File: src/rtl/eth_pkt_if.sv
// Internal 64-bit packet stream. The producer drives data/framing/val and the
// consumer returns ready. mod is the count of valid bytes on the eop beat,
// with 0 meaning all eight bytes are valid.
interface eth_pkt_if;
  logic [63:0] data;
  logic        val;
  logic        sop;
  logic        eop;
  logic [2:0]  mod;
  logic        ready;

  modport i (input data, val, sop, eop, mod, output ready);
  modport o (output data, val, sop, eop, mod, input ready);
endinterface

File: src/rtl/eth_pkt_if_to_avalon_st_adapter.sv
// eth_pkt_if -> Avalon-ST source adapter with framing enforcement.
// Orphan beats (outside a packet) are dropped and counted. A packet that is cut
// short by a new sop is closed with a synthetic error/eop beat and counted.
// Beats are buffered in a 4-entry shift FIFO. Slot 0 is the Avalon head, so
// every st_* output comes straight from a flop.
module eth_pkt_if_to_avalon_st_adapter #(
  parameter int CNT_W = 16
) (
  input  logic             clk_i,
  input  logic             rst_i,
  eth_pkt_if.i             pkt_i,
  output logic [63:0]      st_data,
  output logic             st_valid,
  output logic             st_startofpacket,
  output logic             st_endofpacket,
  output logic [2:0]       st_empty,
  output logic             st_error,
  input  logic             st_ready,
  input  logic             cnt_clr_i,
  output logic [CNT_W-1:0] orphan_cnt_o,
  output logic [CNT_W-1:0] trunc_cnt_o
);

  typedef struct packed {
    logic [63:0] data;
    logic        sop;
    logic        eop;
    logic [2:0]  empty;
    logic        error;
  } beat_t;

  typedef enum logic {
    S_IDLE,
    S_IN_PKT
  } state_t;

  localparam logic [CNT_W-1:0] CNT_MAX = {CNT_W{1'b1}};

  state_t     state_q, state_d;
  beat_t      fifo_q [4];
  beat_t      fifo_d [4];
  logic [2:0] count_q, count_d;
  logic       valid_q;
  logic       ready_q;
  logic [CNT_W-1:0] orphan_q, orphan_d;
  logic [CNT_W-1:0] trunc_q, trunc_d;

  logic       accept;
  logic       pop;
  logic [2:0] base;
  logic [1:0] push_n;
  beat_t      push0, push1;
  beat_t      real_beat;
  logic       orphan_inc;
  logic       trunc_inc;

  assign accept = pkt_i.val && ready_q;
  assign pop    = valid_q && st_ready;

  // Convert the incoming beat into its Avalon form (mod -> empty, error clear).
  // NOTE: every always_comb output gets a default first; a missed branch would
  // otherwise infer a latch.
  always_comb begin
    real_beat       = '0;
    real_beat.data  = pkt_i.data;
    real_beat.sop   = pkt_i.sop;
    real_beat.eop   = pkt_i.eop;
    real_beat.error = 1'b0;
    if (pkt_i.eop) begin
      real_beat.empty = (pkt_i.mod == 3'd0) ? 3'd0 : 3'(4'd8 - {1'b0, pkt_i.mod});
    end
  end

  // Framing FSM state register.
  // NOTE: sequential state uses non-blocking assignments only, so every flop
  // samples values from before the edge regardless of block order.
  always_ff @(posedge clk_i) begin
    if (rst_i) state_q <= S_IDLE;
    else       state_q <= state_d;
  end

  // Framing FSM next state; only accepted beats move it.
  always_comb begin
    state_d = state_q;
    if (accept) begin
      unique case (state_q)
        S_IDLE:   if (pkt_i.sop) state_d = pkt_i.eop ? S_IDLE : S_IN_PKT;
        S_IN_PKT: state_d = pkt_i.eop ? S_IDLE : S_IN_PKT;
        default:  state_d = S_IDLE;
      endcase
    end
  end

  // Framing FSM outputs: which entries to push and which counter to bump.
  always_comb begin
    push_n     = 2'd0;
    push0      = real_beat;
    push1      = real_beat;
    orphan_inc = 1'b0;
    trunc_inc  = 1'b0;
    if (accept) begin
      unique case (state_q)
        S_IDLE: begin
          if (pkt_i.sop) push_n = 2'd1;
          else           orphan_inc = 1'b1;
        end
        S_IN_PKT: begin
          if (pkt_i.sop) begin
            // Close the open packet before the new one starts.
            push_n      = 2'd2;
            push0       = '0;
            push0.eop   = 1'b1;
            push0.error = 1'b1;
            trunc_inc   = 1'b1;
          end else begin
            push_n = 2'd1;
          end
        end
        default: push_n = 2'd0;
      endcase
    end
  end

  // Shift FIFO next state: pop shifts toward the head, pushes land above the
  // remaining entries. ready guarantees two free slots, so base+1 never exceeds 3.
  always_comb begin
    fifo_d = fifo_q;
    if (pop) begin
      for (int i = 0; i < 3; i++) fifo_d[i] = fifo_q[i+1];
    end
    base = count_q - {2'b00, pop};
    if (push_n != 2'd0) fifo_d[base[1:0]] = push0;
    if (push_n == 2'd2) fifo_d[base[1:0] + 2'd1] = push1;
    count_d = base + {1'b0, push_n};
  end

  // FIFO storage, occupancy, registered valid and registered ready.
  // NOTE: the storage is reset (only four entries) because slot 0 drives the
  // Avalon outputs directly and they must read zero out of reset.
  always_ff @(posedge clk_i) begin
    if (rst_i) begin
      for (int i = 0; i < 4; i++) fifo_q[i] <= '0;
      count_q <= 3'd0;
      valid_q <= 1'b0;
      ready_q <= 1'b0;
    end else begin
      fifo_q  <= fifo_d;
      count_q <= count_d;
      valid_q <= (count_d != 3'd0);
      ready_q <= (count_d <= 3'd2);
    end
  end

  // Saturating framing-error counters; clear wins over increment.
  always_comb begin
    orphan_d = orphan_q;
    trunc_d  = trunc_q;
    if (cnt_clr_i) begin
      orphan_d = '0;
      trunc_d  = '0;
    end else begin
      if (orphan_inc && orphan_q != CNT_MAX) orphan_d = orphan_q + 1'b1;
      if (trunc_inc && trunc_q != CNT_MAX)   trunc_d  = trunc_q + 1'b1;
    end
  end

  // Counter registers.
  always_ff @(posedge clk_i) begin
    if (rst_i) begin
      orphan_q <= '0;
      trunc_q  <= '0;
    end else begin
      orphan_q <= orphan_d;
      trunc_q  <= trunc_d;
    end
  end

  assign pkt_i.ready      = ready_q;
  assign st_valid         = valid_q;
  assign st_data          = fifo_q[0].data;
  assign st_startofpacket = fifo_q[0].sop;
  assign st_endofpacket   = fifo_q[0].eop;
  assign st_empty         = fifo_q[0].empty;
  assign st_error         = fifo_q[0].error;
  assign orphan_cnt_o     = orphan_q;
  assign trunc_cnt_o      = trunc_q;

endmodule

File: src/flat_wrapper.sv
// flat-port wrapper written by rule: the top's interface ports become plain ports
module eth_pkt_if_to_avalon_st_adapter_flat 
#(
  parameter int CNT_W = 16
)
  (clk_i, rst_i, st_data, st_valid, st_startofpacket, st_endofpacket, st_empty, st_error, st_ready, cnt_clr_i, orphan_cnt_o, trunc_cnt_o, pkt_i_data, pkt_i_val, pkt_i_sop, pkt_i_eop, pkt_i_mod, pkt_i_ready);
  eth_pkt_if pkt_i_i ();
  input  logic clk_i;
  input  logic rst_i;
  output logic [63:0] st_data;
  output logic st_valid;
  output logic st_startofpacket;
  output logic st_endofpacket;
  output logic [2:0] st_empty;
  output logic st_error;
  input  logic st_ready;
  input  logic cnt_clr_i;
  output logic [CNT_W-1:0] orphan_cnt_o;
  output logic [CNT_W-1:0] trunc_cnt_o;
  input wire logic [$bits(pkt_i_i.data)-1:0] pkt_i_data;
  input wire logic [$bits(pkt_i_i.val)-1:0] pkt_i_val;
  input wire logic [$bits(pkt_i_i.sop)-1:0] pkt_i_sop;
  input wire logic [$bits(pkt_i_i.eop)-1:0] pkt_i_eop;
  input wire logic [$bits(pkt_i_i.mod)-1:0] pkt_i_mod;
  output wire logic [$bits(pkt_i_i.ready)-1:0] pkt_i_ready;
  assign pkt_i_i.data = pkt_i_data;
  assign pkt_i_i.val = pkt_i_val;
  assign pkt_i_i.sop = pkt_i_sop;
  assign pkt_i_i.eop = pkt_i_eop;
  assign pkt_i_i.mod = pkt_i_mod;
  assign pkt_i_ready = pkt_i_i.ready;
  eth_pkt_if_to_avalon_st_adapter #(.CNT_W(CNT_W)) u_core (.clk_i(clk_i), .rst_i(rst_i), .pkt_i(pkt_i_i), .st_data(st_data), .st_valid(st_valid), .st_startofpacket(st_startofpacket), .st_endofpacket(st_endofpacket), .st_empty(st_empty), .st_error(st_error), .st_ready(st_ready), .cnt_clr_i(cnt_clr_i), .orphan_cnt_o(orphan_cnt_o), .trunc_cnt_o(trunc_cnt_o));
endmodule
File: config.mk
export PLATFORM = sky130hd
export DESIGN_NAME = eth_pkt_if_to_avalon_st_adapter_flat
export DESIGN_NICKNAME = d
export VERILOG_FILES = /design/src/rtl/eth_pkt_if.sv /design/src/rtl/eth_pkt_if_to_avalon_st_adapter.sv /design/src/flat_wrapper.sv
export SDC_FILE = /design/constraint.sdc
export NUM_CORES = 1
export LEC_CHECK = 0
export BUFFER_PORTS_ARGS = -buffer_cell sky130_fd_sc_hd__buf_2
export CAP_MARGIN = 20
export CORE_ASPECT_RATIO = 1.75
export CORE_UTILIZATION = 60
export CTS_BUF_LIST = sky130_fd_sc_hd__clkbuf_2 sky130_fd_sc_hd__clkbuf_4 sky130_fd_sc_hd__clkbuf_8
export CTS_CLUSTER_SIZE = 16
export DETAILED_ROUTE_END_ITERATION = 8
export HOLD_SLACK_MARGIN = 0.1
export PLACE_DENSITY_LB_ADDON = 0.05
export SLEW_MARGIN = 5
export SYNTH_ARGS = -nofsm -noshare
export SYNTH_HDL_FRONTEND = slang
export SYNTH_SLANG_ARGS = --single-unit
File: constraint.sdc
create_clock -name clk_i -period 4.1 [get_ports clk_i]
set_input_delay 0.82 -clock clk_i [delete_from_list [all_inputs] [get_ports clk_i]]
set_output_delay 0.82 -clock clk_i [all_outputs]
set_load 0.005 [all_outputs]
==> out/qor.tcl <==
set qor(outcome) {complete, no violations}
set qor(worst_path_cell_trace) {buf_2, inv_1, ha_1, o211ai_2, a21oi_1, a31oi_4, buf_4, o22ai_1}
set qor(n_antenna_cell) 0
set qor(synth_fa_ha_area_share_pct) 1.05
set qor(cts_buffers) 45
set qor(cp_data_required_time_ns) 4.51
set qor(rows) 73
set qor(hold_viol) 0
set qor(drcViolationCount) 0
set qor(synth_area_leaders) {dfxtp_1 46%, mux2i_1 11%, nand2_1 7.6%, o22ai_1 6.2%, o2bb2ai_1 4.2%}
set qor(dp_worst_setup_slack_ns) 0.341
set qor(cts.reportedPaths.clkPinSlew_ns) 0.06
set qor(worstSetupEndpointType) {flip-flop}
set qor(die_w_um) 117
set qor(synth.most_common_cell) {dfxtp_1}
set qor(reg2reg_to) {u_core.st_data[63]}
set qor(hold_buffers) 0
set qor(drv_slew) 0
set qor(number_of_sinks_handled_by_clock_tree_synthesis) 318
set qor(synth_compound_gate_area_share_pct) 20.6
set qor(vias) 11377
set qor(grt_start_max_net_pins) 141
set qor(max_freq_mhz) 308
set qor(worst_r2r_path_depth) 7
set qor(regToRegStartpoint) {u_core.state_q}
set qor(groute.usage.overall_pct) 28.5
set qor(startpoint_types) {primary input}
set qor(post_cts.resized_instances) 0
set qor(min_path_cells) 1
set qor(timing.critical_path.fanout_max) 37
set qor(number_of_synthesis_warnings) 0
set qor(powerDensity_nw_per_um2) 495
set qor(min-delay-start) {u_core.fifo_q[10]}
set qor(critical_path.slowest_cell) {a31oi_4}
set qor(yosys_register_bits) 318
set qor(cts_max_level) 2
set qor(grt_antenna_before_repair) 2
set qor(hold_path_class) {flip-flop to flip-flop}
set qor(fraction_of_the_mapped_netlist_area_in_simple_logic_gates_pct) 13.3
set qor(dominant_combinational_cell_family_by_area_after_synthesis) {compound AO/OA/AOI/OAI gates}
set qor(synthTopCellsByCount) {318 x dfxtp_1, 279 x nand2_1, 147 x mux2i_1}
set qor(hpwlAfterDp_um) 20100
set qor(clockBufferDepth) 3
set qor(portBuffers) 177
set qor(worst_slew_pin_slew_ns) 1.13
set qor(synth_fp_nets) 1597
set qor(dr.first_iter.drc_count) 746
set qor(ys_seq_area_share_pct) 46.0
set qor(yosys.area.top_type_share_pct) 46.0
set qor(initial_core_util_pct) 61.1
set qor(filler_cells) 1984
set qor(avgSynthCellArea_um2) 9.15
set qor(routed_wirelength_um) 33700
set qor(syn_area_um2) 13800
set qor(synth_edf_count) 0
set qor(layout_worst_path_cycle_share_pct) 79.2
set qor(synthFlopType) {dfxtp_1}
set qor(final_layout_size_suffix_gt1_share_pct) 18.7
set qor(worst_clock_skew_ns) 0.0237
set qor(timing.slew.headroom_pct) 24.4
set qor(tritoncts) {built}
set qor(async_reset_ff_share_pct) 0
set qor(fin_worst_hold_slack_ns) 0.462
set qor(grt_remaining_overflow) 0
set qor(wire_length_of_the_first_global_routing_pass_um) 54400
set qor(areaGrowthSynthToFinish_pct) 10.8
set qor(design.portCount) 178
set qor(drt.antenna.violating_nets) 0
set qor(leakage_nw) 5.66
set qor(layout_min_cycle_time_ns) 3.25
set qor(setup_viol) 0
set qor(rsz0062_at_grt) {no}
set qor(viasPerCell) 5.96
set qor(setup.worst_path.class) {primary input to flip-flop}
set qor(fp.dieArea_um2) 23700
set qor(synthesized_instance_count) 1512
set qor(fin_tns_setup_ns) 0
set qor(worst_path_arrival_time_ns) 3.66
set qor(post-synth-top-area-cell) {dfxtp_1}
set qor(ctsRootBufferMaster) {clkbuf_8}
set qor(drt_pre_antenna_iters) 5
set qor(vdd_drop_max_uv) 374
set qor(nNetsFinal) 1659
set qor(rrSetupSlack_ns) 0.87
set qor(die_height_um) 203
set qor(synth.area.mux_share_pct) 10.6
set qor(clkLatencyLatePin_ns) 0.56
set qor(coreArea_um2) 22700
set qor(vias_in_the_first_global_route) 11183
set qor(delay_contributed_by_the_slowest_stage_of_the_critical_path_ns) 0.95
set qor(worstHoldEndpoint) {u_core.fifo_q[10]}
set qor(routed_wire_length_per_instance_um) 17.7
set qor(drv.max_cap_violation_count) 0
set qor(post_synth_num_cell_types) 62
set qor(fin_ws_ns) 0.855
set qor(synthXorXnorAreaFrac_pct) 0.127
set qor(post-cts-setup-buffer-count) 0
set qor(globalplace.congestion) 0.851
==> where the power goes <==
| part | internal (mW) | switching [mW] | total (mW) | leakage, nW |
|---|---|---|---|---|
| sequential | 3.31 | 0.127 | 3.44 | 2.57 |
| clock | 1.50 | 1.17 | 2.67 | 0.534 |
| combinational | 0.552 | 0.926 | 1.48 | 2.56 |
| total | 5.36 | 2.22 | 7.58 | 5.66 |
==> cells in the final DEF, fill, tap and decap left out, types with 3 or more instances in the layout <==
cell,instances
nand2b_1,6
o31a_1,3
nand2_1,278
nor4_1,4
nor2_1,27
nor3_1,7
inv_1,13
o211ai_1,6
nand4_1,16
nand3_1,16
a211oi_1,3
clkbuf_8,60
dfxtp_1,318
buf_4,19
buf_12,4
or3_1,20
buf_2,176
a22o_1,4
a21o_1,67
or4_1,4
and2_1,5
a21oi_1,88
and4_1,9
o211a_1,3
and3_1,7
o22ai_1,137
o21a_1,3
mux2i_1,147
clkinv_2,5
o31ai_1,6
ha_1,10
o2bb2ai_1,67
clkbuf_4,15
o21ai_0,15
==> worst max-delay path by stage <==
stage | cells after the start | to | startpoint | slack [ns]
2_1_floorplan | 12 | u_core.fifo_q[2] | st_ready | 0.81
3_3_place_gp | 8 | u_core.st_data[63] | pkt_i_sop | 0.38
3_5_place_dp | 8 | u_core.st_data[63] | pkt_i_sop | 0.34
4_1_cts | 7 | u_core.st_data[63] | u_core.state_q | 0.90
5_1_grt | 7 | u_core.st_empty[1] | u_core.state_q | 0.70
6_report | 8 | u_core.st_data[63] | pkt_i_sop | 0.85
==> stage by stage <==
step	total power, mW	utilization [%]	area [µm²]	cells
after floorplan	4.61	-	13800	1512
after global placement	4.95	63.2	14300	1825
after detailed placement	4.97	63.2	14300	1825
after CTS	7.63	67.6	15300	1906
after global routing	7.92	67.6	15300	1908
final	7.58	67.6	15300	1908
==> sequential cells by signal (all words and copies together), names as in the netlist <==
signal                   flops
u_core.fifo_q              210
u_core.st_data              64
u_core.orphan_cnt_o         16
u_core.trunc_cnt_o          16
u_core.count_q               3
u_core.st_empty              3
u_core.pkt_i.ready           1
u_core.st_endofpacket        1
u_core.st_error              1
u_core.st_startofpacket      1
u_core.st_valid              1
u_core.state_q               1
==> critical path, delay by kind of cell <==
family / cells / cell delay (ns)
adders and majority gates: 1 / 0.43
AOI/OAI and AO/OA: 4 / 1.58
buffers and inverters: 3 / 0.79
==> layout make-up <==
| cell class | count | area, µm² | area share (%) |
|---|---|---|---|
| well taps | 300 | 375 | 2.45 |
| multi-input cells | 993 | 6400 | 41.8 |
| clock buffers | 74 | 931 | 6.08 |
| flip-flops and latches | 318 | 6370 | 41.6 |
| repair buffers | 200 | 1110 | 7.25 |
| inverters | 16 | 67.6 | 0.441 |
| clock inverters | 7 | 63.8 | 0.417 |
==> per-layer routing <==
layer	vias to the layer above	part of all wire (%)	GRT usage, %
li1	5521	-	-
met1	5504	41	32.9
met4	2	2.5	11.0
met2	297	52	51.6
met3	53	5.0	4.48
met5	-	0.030	0
==> kinds of logic after synthesis <==
kind of cell / count (synthesis)
xor gates and xnor gates: 2
buffers and inverters: 201
muxes: 147
DFF: 318
and+or+nand+nor: 412
AOI/OAI and AO/OA: 421
adders and majority gates: 11
No activity file was read; power rests on OpenSTA's default activity.
